`config.mk`:
```
export PLATFORM = sky130hd
export DESIGN_NAME = uart_tx_arbiter
export DESIGN_NICKNAME = d
export VERILOG_FILES = /design/src/rtl/uart_pkg.sv /design/src/rtl/rr_select.sv /design/src/rtl/uart_tx_arbiter.sv
export SDC_FILE = /design/constraint.sdc
export NUM_CORES = 1
export LEC_CHECK = 0
export CELL_PAD_IN_SITES_DETAIL_PLACEMENT = 1
export CELL_PAD_IN_SITES_GLOBAL_PLACEMENT = 1
export CORE_UTILIZATION = 32
export DETAILED_ROUTE_END_ITERATION = 7
export PLACE_DENSITY_LB_ADDON = 0.12
export SLEW_MARGIN = 0
export SYNTH_ARGS = -nofsm -noshare
export SYNTH_HDL_FRONTEND = slang
export SYNTH_SLANG_ARGS = --single-unit
```
`constraint.sdc`:
```
create_clock -name clock_i -period 2.7 [get_ports clock_i]
set_input_delay 0.81 -clock clock_i [delete_from_list [all_inputs] [get_ports clock_i]]
set_output_delay 0.81 -clock clock_i [all_outputs]
set_load 0.03 [all_outputs]
```
`src/rtl/uart_pkg.sv`:
```
// Shared types and widths for the UART transmit arbiter slice.
package uart_pkg;

    localparam int UART_DATA_W = 8;
    localparam int UART_DIV_W  = 16;

    // ST_HOLD is reached only when the build enables bursts.
    typedef enum logic [2:0] {
        ST_IDLE      = 3'd0,
        ST_GRANT     = 3'd1,
        ST_ISSUE     = 3'd2,
        ST_WAIT_DONE = 3'd3,
        ST_HOLD      = 3'd4
    } state_t;

endpackage

```
`src/rtl/rr_select.sv`:
```
// Combinational round-robin picker: the first valid requester strictly after
// the pointer wins, wrapping around.
module rr_select #(
    parameter  int NUM_REQ = 4,
    localparam int IDX_W   = (NUM_REQ > 1) ? $clog2(NUM_REQ) : 1
) (
    input  logic [NUM_REQ-1:0] valid,
    input  logic [IDX_W-1:0]   pointer,
    output logic [NUM_REQ-1:0] onehot,
    output logic [IDX_W-1:0]   index,
    output logic               found
);

    int               cand;
    logic [IDX_W-1:0] cand_idx;

    // NOTE: every output and temporary gets a default first, so no latch is inferred.
    always_comb begin
        onehot   = '0;
        index    = '0;
        found    = 1'b0;
        cand     = 0;
        cand_idx = '0;
        for (int i = 1; i <= NUM_REQ; i++) begin
            cand     = (int'(pointer) + i) % NUM_REQ;
            cand_idx = IDX_W'(cand);
            if (!found && valid[cand_idx]) begin
                found            = 1'b1;
                onehot[cand_idx] = 1'b1;
                index            = cand_idx;
            end
        end
    end

endmodule

```
`src/rtl/uart_tx_arbiter.sv`:
```
// Round-robin sharing of one UART serializer between NUM_REQ byte producers.
// Optional macro UART_TX_ARB_BURST_EN adds req_last_i so an owner may keep the line.
module uart_tx_arbiter
    import uart_pkg::*;
#(
    parameter int                    NUM_REQ       = 4,
    parameter int                    BUSY_TIMEOUT  = 15,
    parameter logic [UART_DIV_W-1:0] RESET_DIVIDER = 16'd1
) (
    input  logic                           clock_i,
    input  logic                           reset_n_i,
    input  logic [NUM_REQ-1:0]             req_valid_i,
    input  logic [UART_DATA_W*NUM_REQ-1:0] req_data_i,
`ifdef UART_TX_ARB_BURST_EN
    input  logic [NUM_REQ-1:0]             req_last_i,
`endif
    output logic [NUM_REQ-1:0]             req_ready_o,
    output logic [NUM_REQ-1:0]             grant_o,
    input  logic [UART_DIV_W-1:0]          cfg_clock_divider_i,
    input  logic                           cfg_two_stop_bits_i,
    input  logic                           cfg_parity_bit_i,
    input  logic                           cfg_parity_even_i,
    output logic                           tx_write_o,
    output logic [UART_DATA_W-1:0]         tx_data_o,
    output logic [UART_DIV_W-1:0]          tx_clock_divider_o,
    output logic                           tx_two_stop_bits_o,
    output logic                           tx_parity_bit_o,
    output logic                           tx_parity_even_o,
    input  logic                           tx_busy_i,
    output logic                           busy_o,
    output logic                           timeout_o
);

    localparam int         IDX_W        = (NUM_REQ > 1) ? $clog2(NUM_REQ) : 1;
    localparam logic [3:0] TIMEOUT_LAST = 4'(BUSY_TIMEOUT - 1);

    state_t             state_q, state_d;
    logic [IDX_W-1:0]   ptr_q;
    logic [IDX_W-1:0]   owner_q;
    logic [3:0]         count_q;
    logic [NUM_REQ-1:0] pick_onehot;
    logic [IDX_W-1:0]   pick_index;
    logic               pick_found;
    logic               frame_last;
`ifdef UART_TX_ARB_BURST_EN
    logic               last_q;
    assign frame_last = last_q;
`else
    assign frame_last = 1'b1;
`endif

    rr_select #(.NUM_REQ(NUM_REQ)) u_rr_select (
        .valid   (req_valid_i),
        .pointer (ptr_q),
        .onehot  (pick_onehot),
        .index   (pick_index),
        .found   (pick_found)
    );

    always_comb begin
        state_d     = state_q;
        req_ready_o = '0;
        case (state_q)
            ST_IDLE: begin
                if (pick_found && !tx_busy_i) state_d = ST_GRANT;
            end
            ST_GRANT: begin
                req_ready_o = grant_o;
                state_d     = ST_ISSUE;
            end
            ST_ISSUE: begin
                if (tx_busy_i)                    state_d = ST_WAIT_DONE;
                else if (count_q == TIMEOUT_LAST) state_d = ST_IDLE;
            end
            ST_WAIT_DONE: begin
                if (!tx_busy_i) state_d = frame_last ? ST_IDLE : ST_HOLD;
            end
            ST_HOLD: begin
                // Burst owner keeps the line; only its own valid can resume.
                if (req_valid_i[owner_q] && !tx_busy_i) state_d = ST_GRANT;
            end
            default: state_d = ST_IDLE;
        endcase
    end

    assign busy_o = (state_q != ST_IDLE) | tx_busy_i;

    // NOTE: state is updated with non-blocking assignments only, so every process sees pre-edge values.
    always_ff @(posedge clock_i) begin
        if (!reset_n_i) state_q <= ST_IDLE;
        else            state_q <= state_d;
    end

    always_ff @(posedge clock_i) begin
        if (!reset_n_i) begin
            ptr_q              <= IDX_W'(NUM_REQ - 1);
            owner_q            <= '0;
            count_q            <= '0;
            grant_o            <= '0;
            tx_write_o         <= 1'b0;
            tx_data_o          <= '0;
            timeout_o          <= 1'b0;
            tx_clock_divider_o <= RESET_DIVIDER;
            tx_two_stop_bits_o <= 1'b0;
            tx_parity_bit_o    <= 1'b0;
            tx_parity_even_o   <= 1'b0;
`ifdef UART_TX_ARB_BURST_EN
            last_q             <= 1'b1;
`endif
        end else begin
            timeout_o <= 1'b0;
            case (state_q)
                ST_IDLE: begin
                    // Line config follows cfg_* only while the serializer is quiet.
                    if (!tx_busy_i) begin
                        tx_clock_divider_o <= cfg_clock_divider_i;
                        tx_two_stop_bits_o <= cfg_two_stop_bits_i;
                        tx_parity_bit_o    <= cfg_parity_bit_i;
                        tx_parity_even_o   <= cfg_parity_even_i;
                    end
                    if (state_d == ST_GRANT) begin
                        grant_o <= pick_onehot;
                        owner_q <= pick_index;
                    end
                end
                ST_GRANT: begin
                    tx_data_o  <= req_data_i[UART_DATA_W*owner_q +: UART_DATA_W];
                    ptr_q      <= owner_q;
                    tx_write_o <= 1'b1;
                    count_q    <= '0;
`ifdef UART_TX_ARB_BURST_EN
                    last_q     <= req_last_i[owner_q];
`endif
                end
                ST_ISSUE: begin
                    if (tx_busy_i) begin
                        tx_write_o <= 1'b0;
                    end else if (count_q == TIMEOUT_LAST) begin
                        // Serializer never acknowledged: drop the byte and release.
                        tx_write_o <= 1'b0;
                        timeout_o  <= 1'b1;
                        grant_o    <= '0;
                    end else begin
                        count_q <= count_q + 4'd1;
                    end
                end
                ST_WAIT_DONE: begin
                    if (state_d == ST_IDLE) grant_o <= '0;
                end
                default: ;
            endcase
        end
    end

endmodule
```
==> results.json <==
{
  "fin_crit_sh_pct": 94.4,
  "insertion_delay_ns": 0.30,
  "fin_skew_ns": 0.00986,
  "yosysSeqAreaShare_pct": 34.5,
  "synth_top_area_share_pct": 34.5,
  "dieWidth_um": 91.3,
  "fillers": 917,
  "power_frac_comb_pct": 32.3,
  "path_clk_slew_ns": 0.09,
  "instances_no_fill": 493,
  "firstDrtPassIters": 4,
  "crit_required_ns": 1.89,
  "port_buffers": 95,
  "r2r_cells": 6,
  "intPower_w": 0.00126,
  "cts_resized": 0,
  "cap_viol_max_count": 0,
  "ir_worst_vdd_mv": 0.203,
  "grt_overflow_total": 0,
  "seq_area_um2": 881,
  "netlist_instances": 291,
  "fmax_ghz": 0.392,
  "hp-class": "reg -> reg",
  "start_kind": "register",
  "dieArea_um2": 8340,
  "leakagePower_nw": 1.39,
  "status": "completed",
  "cts_made_buffers": 5,
  "start_util_pct": 33.0,
  "drt_iter0_markers": 45,
  "powerDensity_nw_per_um2": 483,
  "drc": 0,
  "die_h_um": 91.3,
  "grt_pass1_vias": 2452,
  "rsz0062_at_grt": "no",
  "setup_ws_ns": 0.150,
  "cp-end-kind": "output pin",
  "antenna_found_initial": 0,
  "synth_area_um2": 2550,
  "synth_edf_count": 0,
  "rows": 32,
  "pin_count": 96,
  "p_sw_share_pct": 31.0,
  "worst_pin_slew_ns": 0.871,
  "seq_power_share_pct": 39.7,
  "area_growth_pct": 48.4,
  "cts_root_buf": "clkbuf_8",
  "grt_pass1_wl_um": 12000,
  "cts_tree": "yes",
  "async_reset_ff_share_pct": 0,
  "syn_nets": 357,
  "routed_via_density": 5.13,
  "ys.flop_type": "dfxtp_1",
  "multi_input_area_um2": 1540,
  "clock_path_buffers": 2,
  "yosys_warnings": 0,
  "hold_path_end": "tx_clock_divider_o[8]",
  "critPathKind": "reg -> out",
  "yosysTopAreaCell": "dfxtp_1",
  "arrival_ns": 1.74,
  "vias": 2529,
  "ys_ff_latch": 44,
  "hold_viol_final": 0,
  "r2r-start": "ptr_q[0]",
  "reg2reg_setup_slack_ns": 0.69,
  "fin_crit_ns": 2.55,
  "clockPowerShare_pct": 28.0,
  "htree_levels": 2,
  "slew_violations": 0,
  "relSlewSlack_pct": 41.7,
  "grt_start_max_net_pins": 28,
  "wl_per_cell_um": 14.8,
  "p_sw_w": 0.000569,
  "antenna_cells": 0,
  "drive_gt1_share_pct": 12.5,
  "globalplace.congestion": 0.802,
  "crit_path_max_fanout": 5,
  "cts.sinks": 44,
  "dp.cells": 485,
  "totalWireLength_um": 7280,
  "synth_cell_type_count": 47,
  "drtAntennaViolNets": 0,
  "holdPathStages": 2,
  "core_um2": 7730,
  "dpl.hpwl_um": 5660,
  "reg2reg_to": "grant_o[1]",
  "postCtsHoldBufs": 0,
  "hp-start": "tx_clock_divider_o[8]",
  "finalSetupViolCount": 0,
  "avgSynthCellArea_um2": 8.78,
  "cts_setup_buffers": 0,
  "dp_slack_ns": -0.0112,
  "netlist_top_cells_area": "dfxtp_1 34%, nand2_1 9.4%, a21boi_0 8.5%",
  "final_nets": 456,
  "grt_use_total_pct": 17.9
}
-- per-layer routing --
metal	vias to the layer above	routed length [um]	track usage, %	share of wire [%]
met1	1216	3160	21.1	43
met2	57	3720	32.0	51
met3	8	312	4.19	4.3
li1	1248	-	-	-
met4	0	94	5.56	1.3
met5	-	0	0	0
-- metrics by stage --
step                hold slack (ns)  power, W  TNS (ns)  util (%)  instance area (um^2)
finish                        0.467   0.00183         0      49.0                  3790
global route                  0.503   0.00194         0      49.0                  3790
CTS                           0.471   0.00186         0      49.0                  3790
detailed placement            0.457   0.00134   -0.0358      47.5                  3670
global placement              0.449   0.00133  -0.00890      47.5                  3670
floorplan                     0.478   0.00109         0         -                  2550
-- layout make-up --
type / count / share of cell area [%]
clock buffers: 5 / 1.82
clock inverters: 3 / 1.25
inverters: 6 / 0.594
multi-input cells: 217 / 40.5
flip-flops and latches: 44 / 23.2
well taps: 102 / 3.37
repair buffers: 116 / 29.2
-- cell usage in the layout (no fill, tap or decap), types with 2 or more instances in the layout --
master / instances
clkbuf_8: 5
o221ai_1: 2
nand4_1: 2
nor4_1: 2
buf_4: 22
nand2b_1: 2
inv_1: 4
mux4_2: 9
o21ai_0: 7
a21boi_0: 29
a311oi_1: 4
o21ai_1: 2
a21oi_1: 7
a31oi_1: 4
nand3_1: 8
nor2b_1: 6
o211ai_1: 8
mux2_2: 2
mux2i_1: 4
ha_1: 8
nor3_1: 5
nand2_1: 64
clkinv_4: 2
dfxtp_1: 44
inv_2: 2
and3_1: 7
nor2_1: 13
clkdlybuf4s50_1: 94
a221o_1: 4
-- synth_stat cells (all sizes together), types with 2 or more instances --
master	n
o211ai	8
clkbuf	14
a31oi	5
nand2b	2
nand2	64
a21boi	29
nand3	8
a221o	4
mux2i	5
inv	6
buf	10
nor4	3
nor3	6
nand4	3
ha	8
a311oi	4
nor2	13
o21ai	9
and3	7
a21oi	7
dfxtp	44
o221ai	2
mux2	2
nor2b	6
or4	2
mux4	10
-- kinds of logic after synthesis --
logic type,count (synthesis),synth area share [%]
and+or+nand+nor,117,21.9
buffers and inverters,30,5.73
DFF,44,34.5
AOI/OAI and AO/OA,75,21.7
adders and majority gates,8,3.92
muxes,17,12.3
-- worst max path at each step --
stage	to	from
floorplan	busy_o	tx_busy_i
global placement	grant_o[1]	req_valid_i[3]
detailed placement	grant_o[1]	req_valid_i[1]
CTS	req_ready_o[2]	state_q[0]
global route	req_ready_o[2]	state_q[0]
finish	req_ready_o[2]	state_q[0]
-- critical path, stage by stage, from the launching register on --
cell             delay [ns]
dfxtp_1                0.34
nor2b_1                0.26
and3_1                 0.19
clkdlybuf4s50_1        0.67
-- power groups by stage --
stage / clock [W] / combinational, W / sequential (W)
after global placement: 0 / 0.000586 / 0.000740
after detailed placement: 0 / 0.000598 / 0.000743
final: 0.000513 / 0.000592 / 0.000726
after global routing: 0.000569 / 0.000641 / 0.000734
after floorplan: 0 / 0.000282 / 0.000808
after CTS: 0.000534 / 0.000600 / 0.000728
-- registers in the layout, summed over array words and instances, names as in the netlist --
name	count
tx_parity_bit_o	1
tx_two_stop_bits_o	1
tx_clock_divider_o	16
count_q	4
state_q	3
tx_parity_even_o	1
owner_q	2
ptr_q	2
tx_data_o	8
grant_o	4
tx_write_o	1
timeout_o	1
Power figures use the tool's default switching activity.
